## config.mk

```make
export PLATFORM = sky130hd
export DESIGN_NAME = single_port_bram
export DESIGN_NICKNAME = d
export VERILOG_FILES = /design/src/rtl/single_port_bram.sv
export SDC_FILE = /design/constraint.sdc
export NUM_CORES = 2
export LEC_CHECK = 0
export CORE_MARGIN = 2
export CORE_UTILIZATION = 35
export DETAILED_ROUTE_END_ITERATION = 7
export GPL_TIMING_DRIVEN = 0
export SETUP_SLACK_MARGIN = 0.15
export SYNTH_ARGS = -nofsm -noshare
export SYNTH_HDL_FRONTEND = slang
export SYNTH_SLANG_ARGS = --single-unit
```

## constraint.sdc

```tcl
create_clock -name clk -period 3.81 [get_ports clk]
set_input_delay 0.762 -clock clk [delete_from_list [all_inputs] [get_ports clk]]
set_output_delay 0.762 -clock clk [all_outputs]
set_load 0.02 [all_outputs]
```

## src/rtl/single_port_bram.sv

```systemverilog
// rtl/single_port_bram.sv - single-port block RAM, read-first, registered output
module single_port_bram #(
    parameter int ADDR_WIDTH = 8,
    parameter int DATA_WIDTH = 8
) (
    input  logic                  clk,
    input  logic                  rst_n,
    input  logic                  we,
    input  logic [ADDR_WIDTH-1:0] addr,
    input  logic [DATA_WIDTH-1:0] data_in,
    output logic [DATA_WIDTH-1:0] data_out
);

    localparam int DEPTH = 1 << ADDR_WIDTH;

    // Declaration initialiser gives the all-zero power-up image without touching reset.
    logic [DATA_WIDTH-1:0] r_mem [DEPTH] = '{default: '0};
    logic [DATA_WIDTH-1:0] r_data_out;

    // Kept free of any reset term so the array maps onto a block RAM.
    always_ff @(posedge clk) begin
        if (we && rst_n) begin
            r_mem[addr] <= data_in;
        end
    end

    // Non-blocking read of r_mem returns the pre-write word: read-first behaviour.
    always_ff @(posedge clk or negedge rst_n) begin
        if (!rst_n) begin
            r_data_out <= '0;
        end else begin
            r_data_out <= r_mem[addr];
        end
    end

    assign data_out = r_data_out;

endmodule

```

# After elaboration in Yosys (flattened, before gate mapping)
# Memory sizes are Yosys's and may differ from the RTL's. A register that Yosys moved wholly into a read port is not among the register bits.
# Index checks and enable logic that the tools add are counted.
# op_classes
n_mux	2
n_reduce_logical	2
# op_table
operator	count
$mux 1	2
$logic_and 1x1->1	1
$logic_not 1->1	1
# word_totals
n_memories	1
inputBits	19
ram_bits	2048
out_inout_bits	8
wordCells	5
ff_bits	0
# mem_list
name	depth	word_bits	read_ports	rd_ports_with_merged_regs	write_ports	line_no	source
r_mem	256	8	1	1	1	17	logic [DATA_WIDTH-1:0] r_mem [DEPTH] = '{default: '0};

# Depth between registers and ports, before layout
# depth
depth_word	3
mapped_depth	9
ltp_nobuf	5

# Worst setup path after synthesis
# OpenSTA, ideal clock, no wires.
# synth_path
kind	in2reg
start	input addr[0]
end	memory r_mem[117][0], enable pin
path_slack_ps	753
arrival_time_ps	2687
setup_time_ps	370
t_required_ps	3440
path_buffers	5
path_stages	8
cell_sequence	buf_2 buf_6 buf_2 buf_2 nor3b_1 nand2_1 clkbuf_1 nor2_1
# synth_rtl
item	line_no	source
start: declaration	9	input logic [ADDR_WIDTH-1:0] addr,
end: declaration	17	
# Straight into the memory's write port.

==> impl_results.md <==
* RD Place Congestion at approximately 0.96
* Final setup fails at 4
* Worst IR Drop VDD at just over 400 uV
* Lkg Pwr at about 27 nW
* FF-to-FF End: data_out[7]
* Fin cells at just under 7k
* Mapped Cells at around 3.5k
* Reg2reg path depth at 5
* Max cap viols at 0
* Core Rows at 173
* Synth Area in Compound Gates at 0.03629
* Die H at ~480 um
* Mean area per synthesized cell at about 22 um2
* Post-DP HPWL at approximately 140 mm
* Synth Cell Area at 78,330 um2
* Core ar. at roughly 220,000 um2
* Start of the worst register-to-register path: r_mem[172][7]
* Vias in the first global route at approximately 39k
* Clock Sinks at 2,056
* Min-delay worst type: input pin to flop
* H-tree Lvls at 4
* TritonCTS Buffers at slightly above 200
* Pwr Density at 519.7 nW/um2
* Most common cell after layout, fill and taps aside: edfxtp_1
* Cells after DPL at between 6k and 7k
* Remaining DRCs at 0
* Req. time, crit path at 4.34 ns
* CTS tree: built
* RSZ-0062 raised after global routing: true
* Post-Synth Simple-Gate Area at 0.01599
* Syn Nets at 3,544
* Final wirelength at roughly 220 mm
* Clk buf depth at 3
* Synth unique cells at 22
* Reg clk slew, reported paths at around 0.060 ns
* Synth Register Bits at 2,056
* Clock Tree Root: clkbuf_16
* Layout cells sized above 1 at 0.2850
* Seq/Total Area, Yosys at 0.7877
* Failing checks: setup timing
* Layout Area Growth over Synthesis at 15.39%
* Setup TNS at -0.2185 ns
* Boundary Pins at 27
* Worst Slack Setup Final at -0.07953 ns
* First-pass GRT wire length at between 300 and 400 mm
* Status: complete, but fails checks
* Worst Path Max Fanout at 10
* Mux cell area share after synthesis at 0.1472
* Worst Hold Depth at 1
* Drt via density at about 5.6
* Fmax at 257.1 MHz
* Nets at 3,795
* Hold Vio Cnt, Final at 0
* Overall die area at around 230,000 um2
* Worst R2R Setup Slack at 0.87 ns
* Die width at roughly 480 um
* DRT iter0 DRCs at roughly 5.3k
* Critical Path End Type: flop
* # hold bufs at CTS at 0
* Slew @ Worst Pin at 1.226 ns
* Critical path type: input pin to flop
* I/O Buffers at 24
* Starting Density at 0.3524
* Drt pass-1 iters at 5
* Critical Path Start Type: input pin
* Yosys warns at 0
* Number of antenna violations at the first check in global routing at 14
* Combinational family with the most area after synthesis: multiplexers
* Hold Crit Endpoint: r_mem[198][0]
* Hold path start: data_in[0]
* Most frequent cells in the layout: 2,048 x edfxtp_1, 512 x mux4_2, 256 x a22oi_1
* Largest net degree at the start of global routing at ~160
* Critical Path AT at about 4.4 ns
* Gr ovfl total at 0
* Final antenna-violating net count at 0
* Aggregate global-route resource usage at 0.1878
* Part of the cycle the worst path needs at 1.021
* Clock skew at slightly below 0.03 ns
* DR vias at 38.61k
* Post-synthesis adder-cell area fraction at 0
* Clk_lat worst skew at 0.83 ns
* Slew HR at 0.1824
* WL/cell at roughly 31 um
* Fin. max-slew vios at 0
* Synth Area in XOR/XNOR at 0
* Crit path time final at 3.890 ns
final cells by class:
class / instances / area, um2
fillers: 19290 / 131900
flip-flops and latches: 2056 / 61700
multi-input cells: 1244 / 16480
clock buffers: 254 / 5271
well taps: 2975 / 3722
clock inverters: 122 / 1214
plain buffers: 225 / 1135
repair buffers: 47 / 843.3
diodes: 6 / 15.01
report_power, final:
group          switching (W)  leakage (nW)  internal [W]
Combinational        0.00156          5.36      0.000750
Sequential        0.00000965          18.5        0.0249
Clock                0.00861          3.15        0.0111
per-layer routing:
metal  vias up  track usage  part of all wire
li1      15540            -                 -
met1     20750       0.2539              0.39
met2      1943       0.2911              0.47
met3       366      0.05382              0.11
met4         4      0.06433             0.036
met5         -            0           0.00042
synthesized netlist by cell type:
cell type / instances / share of area
nor2_1: 259 / 0.012
edfxtp_1: 2048 / 0.79
nor3_1: 1 / 0.000064
buf_1: 20 / 0.00096
or2_2: 1 / 0.000080
mux4_2: 512 / 0.15
nand4_1: 8 / 0.00064
nor3b_1: 2 / 0.00019
buf_4: 11 / 0.0011
nand2b_1: 2 / 0.00016
clkbuf_1: 144 / 0.0069
a21oi_1: 128 / 0.0082
and2_1: 2 / 0.00016
nand3_1: 4 / 0.00026
nor2b_1: 6 / 0.00048
and4_1: 1 / 0.00011
nand2_1: 30 / 0.0014
o41ai_1: 32 / 0.0036
dfrtp_1: 8 / 0.0026
buf_2: 41 / 0.0026
a22oi_1: 256 / 0.025
buf_6: 9 / 0.0013
sequential cells by signal (all words and copies together) (netlist names):
register	count
r_mem	2048
data_out	8
critical path, stage by stage:
cell and delay [ns]:
clkdlybuf4s50_1 0.52, and2_1 0.21, clkbuf_2 0.26, clkbuf_4 0.42
clkbuf_1 0.35, a22oi_1 0.46, a21oi_1 0.23, o41ai_2 0.64
nand4_1 0.51
timing repair:
| item | 4_1_cts | 5_1_grt |
|---|---|---|
| gates cloned | 0 | 0 |
| gates resized for setup | 272 | 38 |
| setup buffers | 0 | 2 |
| setup endpoints to repair | 2056 | 417 |
| pin swaps | 2 | 2 |
worst max path at each step:
stage | from | endpoint | slack, ns | cells after the start
final | addr[3] | data_out[7] | -0.08 | 9
after global routing | addr[3] | r_mem[95][1] | 0.11 | 8
after CTS | addr[3] | data_out[2] | 0.08 | 9
after detailed placement | addr[2] | r_mem[97][3] | -2.65 | 7
after global placement | data_in[4] | r_mem[236][4] | -6.26 | 1
after floorplan | addr[0] | r_mem[117][0] | 0.75 | 8
stage by stage:
stage | area (um2) | util | hold WS, ns | total power, W | worst slack [ns]
after global placement | 82290 | 0.3702 | 1.115 | 0.02785 | -6.256
after floorplan | 78330 | - | 0.4664 | 0.02648 | 0.7525
after detailed placement | 82900 | 0.3729 | 0.9884 | 0.02765 | -2.655
after CTS | 90200 | 0.4057 | 0.1211 | 0.04716 | 0.08424
after global routing | 90370 | 0.4065 | 0.1357 | 0.04816 | 0.1056
final | 90380 | 0.4066 | 0.1595 | 0.04697 | -0.07953
kinds of logic (layout without fill, tap and decap cells):
family,Yosys count,count (layout)
simple gates,316,316
buf+inv,225,648
flops,2056,2056
other cells,0,6
compound gates,416,416
mux,512,512
No activity file was read; power rests on OpenSTA's default activity.
